## src/rtl/jt51_exp_pkg.sv

```systemverilog
// Shared constants and elaboration-time helpers for the jt51 log-to-linear path.
// Rounding is enabled with JT51_EXP_ROUND_EN (see jt51_exp2lin).
package jt51_exp_pkg;

    localparam int FRAC_W_DEF  = 8;
    localparam int MANT_W_DEF  = 16;
    localparam int SHIFT_W_DEF = 5;
    localparam int OUT_W_DEF   = 14;

    // Entry idx of the 2^x mantissa table: round(2^mant_w * (2^(1-(idx+1)/2^frac_w) - 1)).
    // Only ever evaluated at elaboration to build constant table words.
    function automatic logic [31:0] exp_entry(input int idx, input int frac_w, input int mant_w);
        real x;
        x = (2.0 ** (1.0 - real'(idx + 1) / (2.0 ** frac_w)) - 1.0) * (2.0 ** mant_w);
        return 32'($rtoi(x + 0.5));
    endfunction

    // Bit position of the magnitude LSB inside the (MANT_W+1)-bit shifted word.
    function automatic int mag_lsb(input int mant_w, input int out_w);
        return mant_w - out_w + 2;
    endfunction

endpackage

```

## src/rtl/jt51_exp2lin_if.sv

```systemverilog
// Sample bus of the log-to-linear converter: attenuation/sign in, signed linear sample out.
interface jt51_exp2lin_if
    import jt51_exp_pkg::*;
#(
    parameter int SHIFT_W = SHIFT_W_DEF,
    parameter int FRAC_W  = FRAC_W_DEF,
    parameter int OUT_W   = OUT_W_DEF
);
    logic                        in_valid;
    logic [SHIFT_W+FRAC_W-1:0]   atten;
    logic                        sign;
    logic signed [OUT_W-1:0]     dout;
    logic                        out_valid;

    modport master (output in_valid, atten, sign, input  dout, out_valid);
    modport slave  (input  in_valid, atten, sign, output dout, out_valid);
endinterface

```

## src/rtl/jt51_exp2lin_rom.sv

```systemverilog
// Registered, cen-gated 2^x mantissa table; contents are fixed at elaboration.
module jt51_exp2lin_rom
    import jt51_exp_pkg::*;
#(
    parameter int FRAC_W = FRAC_W_DEF,
    parameter int MANT_W = MANT_W_DEF
)(
    input  logic              clk,
    input  logic              rst_n,
    input  logic              cen,
    input  logic [FRAC_W-1:0] addr,
    output logic [MANT_W-1:0] q
);
    localparam int DEPTH = 1 << FRAC_W;

    logic [MANT_W-1:0] tbl [DEPTH];

    for (genvar g = 0; g < DEPTH; g++) begin : g_tbl
        localparam logic [MANT_W-1:0] ENTRY = MANT_W'(exp_entry(g, FRAC_W, MANT_W));
        assign tbl[g] = ENTRY;
    end

    always_ff @(posedge clk or negedge rst_n) begin
        if (!rst_n)
            q <= '0;
        else if (cen)
            q <= tbl[addr];
    end
endmodule

```

## src/rtl/jt51_exp2lin.sv

```systemverilog
// Log-to-linear converter: S1 table lookup, S2 shift (+ optional round), S3 sign.
// Define JT51_EXP_ROUND_EN to round-to-nearest with saturation in S2.
module jt51_exp2lin
    import jt51_exp_pkg::*;
#(
    parameter int FRAC_W  = FRAC_W_DEF,
    parameter int MANT_W  = MANT_W_DEF,
    parameter int SHIFT_W = SHIFT_W_DEF,
    parameter int OUT_W   = OUT_W_DEF
)(
    input  logic               clk,
    input  logic               rst_n,
    input  logic               cen,
    jt51_exp2lin_if.slave      bus
);
    localparam int STAGES = 3;
    localparam int LSB    = mag_lsb(MANT_W, OUT_W);
    localparam int MAG_W  = OUT_W - 1;

    logic                armed;
    logic [STAGES:1]     vld_pipe;
    logic [MANT_W-1:0]   mant1;
    logic [SHIFT_W-1:0]  shamt1;
    logic                sign1, sign2;
    logic [MAG_W-1:0]    mag2;
    logic [MANT_W:0]     lin;
    logic [MAG_W-1:0]    mag_c;
`ifdef JT51_EXP_ROUND_EN
    logic [OUT_W-1:0]    rsum;
`endif

    jt51_exp2lin_rom #(.FRAC_W(FRAC_W), .MANT_W(MANT_W)) u_rom (
        .clk   (clk),
        .rst_n (rst_n),
        .cen   (cen),
        .addr  (bus.atten[FRAC_W-1:0]),
        .q     (mant1)
    );

    always_comb begin
        lin = (int'(shamt1) > MANT_W) ? '0 : ({1'b1, mant1} >> shamt1);
`ifdef JT51_EXP_ROUND_EN
        rsum  = OUT_W'(lin >> LSB) + OUT_W'(lin[LSB-1]);
        mag_c = rsum[MAG_W] ? '1 : rsum[MAG_W-1:0];
`else
        mag_c = MAG_W'(lin >> LSB);
`endif
    end

    // armed stays low on the first edge after reset so the release edge never captures a sample
    always_ff @(posedge clk or negedge rst_n) begin
        if (!rst_n) begin
            armed    <= 1'b0;
            vld_pipe <= '0;
            shamt1   <= '0;
            sign1    <= 1'b0;
            sign2    <= 1'b0;
            mag2     <= '0;
            bus.dout <= '0;
        end else begin
            armed <= 1'b1;
            if (cen) begin
                vld_pipe <= {vld_pipe[STAGES-1:1], bus.in_valid & armed};
                shamt1   <= bus.atten[SHIFT_W+FRAC_W-1 -: SHIFT_W];
                sign1    <= bus.sign;
                sign2    <= sign1;
                mag2     <= mag_c;
                bus.dout <= sign2 ? -{1'b0, mag2} : {1'b0, mag2};
            end
        end
    end

    assign bus.out_valid = vld_pipe[STAGES];
endmodule

```

## src/flat_wrapper.sv

```systemverilog
// flat-port wrapper written by rule: the top's interface ports become plain ports
module jt51_exp2lin_flat import jt51_exp_pkg::*;
#(
    parameter int FRAC_W  = FRAC_W_DEF,
    parameter int MANT_W  = MANT_W_DEF,
    parameter int SHIFT_W = SHIFT_W_DEF,
    parameter int OUT_W   = OUT_W_DEF
)
  (clk, rst_n, cen, bus_in_valid, bus_atten, bus_sign, bus_dout, bus_out_valid);
  jt51_exp2lin_if #(.SHIFT_W(SHIFT_W), .FRAC_W(FRAC_W), .OUT_W(OUT_W)) bus_i ();
  input  logic clk;
  input  logic rst_n;
  input  logic cen;
  input wire logic [$bits(bus_i.in_valid)-1:0] bus_in_valid;
  input wire logic [$bits(bus_i.atten)-1:0] bus_atten;
  input wire logic [$bits(bus_i.sign)-1:0] bus_sign;
  output wire logic [$bits(bus_i.dout)-1:0] bus_dout;
  output wire logic [$bits(bus_i.out_valid)-1:0] bus_out_valid;
  assign bus_i.in_valid = bus_in_valid;
  assign bus_i.atten = bus_atten;
  assign bus_i.sign = bus_sign;
  assign bus_dout = bus_i.dout;
  assign bus_out_valid = bus_i.out_valid;
  jt51_exp2lin #(.FRAC_W(FRAC_W), .MANT_W(MANT_W), .SHIFT_W(SHIFT_W), .OUT_W(OUT_W)) u_core (.clk(clk), .rst_n(rst_n), .cen(cen), .bus(bus_i));
endmodule
```

## config.mk

```make
export PLATFORM = sky130hd
export DESIGN_NAME = jt51_exp2lin_flat
export DESIGN_NICKNAME = d
export VERILOG_FILES = /design/src/rtl/jt51_exp_pkg.sv /design/src/rtl/jt51_exp2lin_if.sv /design/src/rtl/jt51_exp2lin_rom.sv /design/src/rtl/jt51_exp2lin.sv /design/src/flat_wrapper.sv
export SDC_FILE = /design/constraint.sdc
export NUM_CORES = 1
export LEC_CHECK = 0
export BUFFER_PORTS_ARGS = -buffer_cell sky130_fd_sc_hd__buf_2
export CORE_ASPECT_RATIO = 1.25
export CORE_UTILIZATION = 55
export DETAILED_ROUTE_END_ITERATION = 8
export GPL_ROUTABILITY_DRIVEN = 0
export PLACE_DENSITY = 0.81
export RECOVER_POWER = 100
export SYNTH_ARGS = -nofsm -noshare
export SYNTH_HDL_FRONTEND = slang
export SYNTH_SLANG_ARGS = --single-unit
```

## constraint.sdc

```tcl
create_clock -name clk -period 5.4 [get_ports clk]
set_input_delay 0 -clock clk [delete_from_list [all_inputs] [get_ports clk]]
set_output_delay 0 -clock clk [all_outputs]
set_load 0.1 [all_outputs]
```

==> key figures <==
Logic synthesis
  – Count of cell types in the netlist: 84
  – Avg Synthesized Cell Area: 7.68 sq um
  – Top FF cell, synth: dfrtp_1
  – Post-Synthesis Cells: 726
  – Number of enable flip-flop cells after synthesis: 0
  – Post-synthesis mux area share: 0.0943
  – Synth Net Count: 759
  – Post-synthesis xor/xnor area fraction: 0.0233
  – Area share of fa/ha/maj cells after synthesis: 0.0337
  – Cell type with the largest total area after synthesis: dfrtp_1
  – Post-synthesis compound-gate area fraction: 0.337
  – Simple-gate area share of the yosys netlist: 0.199
  – Post-synth top area share: 0.225
  – Area contributors post-synth: dfrtp_1 22%, o21ai_0 4.8%, a21oi_1 4.7%
  – Register area share after synthesis: 0.225
  – Ys Warns: 0
  – Main combinational cell family by area after synthesis: compound AO/OA/AOI/OAI gates
  – Yosys reg bits: 50
  – Mapped cell area: 0.00557 sq mm
  – Async SR Flop Fraction: 1.00

Finish
  – Nets: 739
  – Area Overhead vs Synth: 3.73%
  – Diode count: 0
  – Fill cells: 865
  – Layout cells sized above 1: 0.102
  – Final core utilization: 0.595

Route
  – DRT antenna net count: 0
  – Via count: 6,233
  – Drt first pass iters: 8
  – Detailed Route WL: 18,800 um
  – DR iter-0 viols: 1,064
  – Avg WL per Cell: 22.5 um
  – Post-route DRC: 0
  – Vias per cell: 7.48

STA
  – Max Slew Vio Count: 99
  – Final setup viols: 0
  – WHS: 0.178 ns
  – Max transition margin: -0.778
  – Crit path time final: 3.62 ns
  – Fin Setup TNS: 0 ns
  – Fin crit share: 0.670
  – Fin. Hold Viols: 0
  – F_max: 276 MHz
  – Unrepaired setup endpoints after global routing: no
  – Worst-Margin Slew: 2.67 ns
  – Clock skew: 0.00535 ns

Clock network
  – Worst-Skew Late Latency: 0.29 ns
  – Bufs on Longest Clock Path: 2
  – Setup bufs post-CTS: 0
  – CTS tree: built
  – H-tree levels: 2
  – Clk root buf: clkbuf_16
  – CTS buffer count: 5
  – Num Clock Sinks: 50
  – Clock-pin slew on the worst setup and hold paths: 0.07 ns
  – Post-cts resize count: 0

Run status
  – Violated checks: max-capacitance violations, max-slew violations
  – Status: finished, violations left

Critical path
  – Worst path required time: 5.55 ns
  – Arr. time, crit path: 3.77 ns
  – Peak fanout along the critical path: 47
  – Critical-path top delay cell: clkbuf_1
  – Critical path buffers and inverters: 2
  – CP Capture Type: flip-flop
  – Delay-heaviest family, CP: buffers and inverters
  – CP Class: input port to flip-flop
  – Crit-path cells: clkbuf_1 -> clkinv_1 -> ha_1 -> mux4_2 -> o2bb2ai_1 -> o21ai_0 -> o311ai_1
  – Startpoint types: input port
  – CP max stage delay: 1.32 ns

Worst hold path
  – Worst hold-check path type: input port to flip-flop

Die
  – Die area: 0.0105 sq mm
  – Chip width: 92.0 um
  – Die height: 115 um
  – Cell Rows: 40
  – Initial core utilization: 0.574
  – IO Pins: 33
  – Core area: 0.00971 sq mm

Placement
  – Hpwl dp: 12,800 um
  – IO buf count: 32

GRT
  – Gr ovfl total: 0
  – First-pass GRT wire length: 29,300 um
  – Initial antenna violation count: 0
  – Vias in the first global route: 5,682
  – GR Util All Layers: 0.350
  – Largest net degree at the start of global routing: 76

Power and ir drop
  – Peak VDD IR: 0.148 mV
  – Leakage power: 2.25 nW
  – PwrDens: 288 mW/mm^2

Flow run
  – Max-cap violations: 2
power by group:
part / internal (mW) / total (mW) / switching, mW
Sequential: 0.439 / 0.504 / 0.0649
Clock: 0.222 / 0.369 / 0.147
Combinational: 0.217 / 0.792 / 0.575
Total: 0.878 / 1.66 / 0.787
routing by layer:
layer  up-vias  part of all wire  track usage
met5         -                 0            0
met4         0             0.072        0.217
met3       167              0.13       0.0518
met2       600              0.46        0.579
met1      2785              0.34        0.430
li1       2681                 -            -
final timing paths:
| kind | from | to | slack [ns] | cells after the start |
|---|---|---|---|---|
| worst max-delay path | bus_atten[2] | u_core.u_rom.q[7]$_DFFE_PN0P_ | 1.78 | 7 |
| worst min-delay path | bus_atten[7] | u_core.u_rom.q[13]$_DFFE_PN0P_ | 0.18 | 3 |
| worst max register to register | u_core.shamt1[1]$_DFFE_PN0P_ | u_core.mag2[0]$_DFFE_PN0P_ | 3.33 | 5 |
| worst min register to register | u_core.armed$_DFF_PN0_ | u_core.vld_pipe[1]$_DFFE_PN0P_ | 0.49 | 2 |
| max in group asynchronous | rst_n | u_core.u_rom.q[4]$_DFFE_PN0P_ | 2.71 | 3 |
| min in group asynchronous | rst_n | u_core.bus.dout[5]$_DFFE_PN0P_ | 1.17 | 3 |
flip-flops by register name, indices dropped and copies added, names as in the netlist:
register and cells:
u_core.sign2 1, u_core.u_rom.q 12, u_core.mag2 13, u_core.sign1 1
u_core.vld_pipe 3, u_core.armed 1, u_core.bus.dout 14, u_core.shamt1 5
worst min-delay path: stages:
cell and delay [ns]:
buf_2 0.22, a211oi_1 0.08, o2bb2ai_1 0.13
per-stage QoR:
stage          std cells  area, sq um  total power [mW]  setup WS [ns]
2_1_floorplan        726         5570              1.13           3.41
3_3_place_gp         817         5550              1.27           2.73
3_5_place_dp         817         5550              1.28           2.56
4_1_cts              833         5800              1.66           2.85
5_1_grt              833         5780              1.73           1.49
6_report             833         5780              1.66           1.78
cells by family after synthesis:
| logic type | after synthesis |
|---|---|
| AO/OA/AOI/OAI | 274 |
| XOR/XNOR | 14 |
| adder cells (fa/ha/maj) | 15 |
| buffers and inverters | 100 |
| flip-flops | 50 |
| multiplexers | 42 |
| other | 1 |
| AND/OR/NAND/NOR | 230 |
cells in the mapped netlist (13+ instances only):
library cell,instances
nor2_1,69
nand2_1,56
o21ai_0,54
a21oi_1,52
dfrtp_1,50
buf_2,30
a211oi_1,26
inv_1,23
clkbuf_1,22
mux2i_1,21
nor3_1,20
nand3_1,18
nand2b_1,16
nor2b_1,16
ha_1,15
mux2_2,14
a31oi_1,13
area by class of cell:
type                       count  area (sq um)  area share
clock inverter                 3          48.8     0.00844
sequential                    50          1250       0.216
multi-input combinational    576          3830       0.663
tap                          126           158      0.0273
timing repair buffer          46           262      0.0452
clock buffer                   5           125      0.0216
inverter                      27           101      0.0175
cell usage in the layout (no fill, tap or decap), types with 4 or more instances in the layout:
cell type       n
nor2_1         69
o21ai_0        56
nand2_1        56
a21oi_1        52
dfrtp_1        50
a211oi_1       26
inv_1          23
mux2i_1        21
nor3_1         20
nand3_1        18
clkbuf_1       17
nor2b_1        16
nand2b_1       16
buf_2          16
ha_1           15
mux2_2         14
a31oi_1        13
a311oi_1       12
o22ai_1        11
xnor2_1        10
a221oi_1       10
o31ai_1        10
o21ai_1         8
o211ai_1        8
o221ai_1        8
dlygate4sd3_1   8
mux4_2          7
o2bb2ai_1       5
o32ai_1         5
clkbuf_16       5
buf_4           5
a211o_1         4
and2_1          4
a21o_1          4
or3_1           4
o311ai_0        4
and3_1          4
o21a_1          4
what timing repair did:
item,CTS,global route
hold buffers,8,0
endpoints found under the setup margin,0,0
endpoints found under the hold margin,57,0
Power figures use the tool's default switching activity.
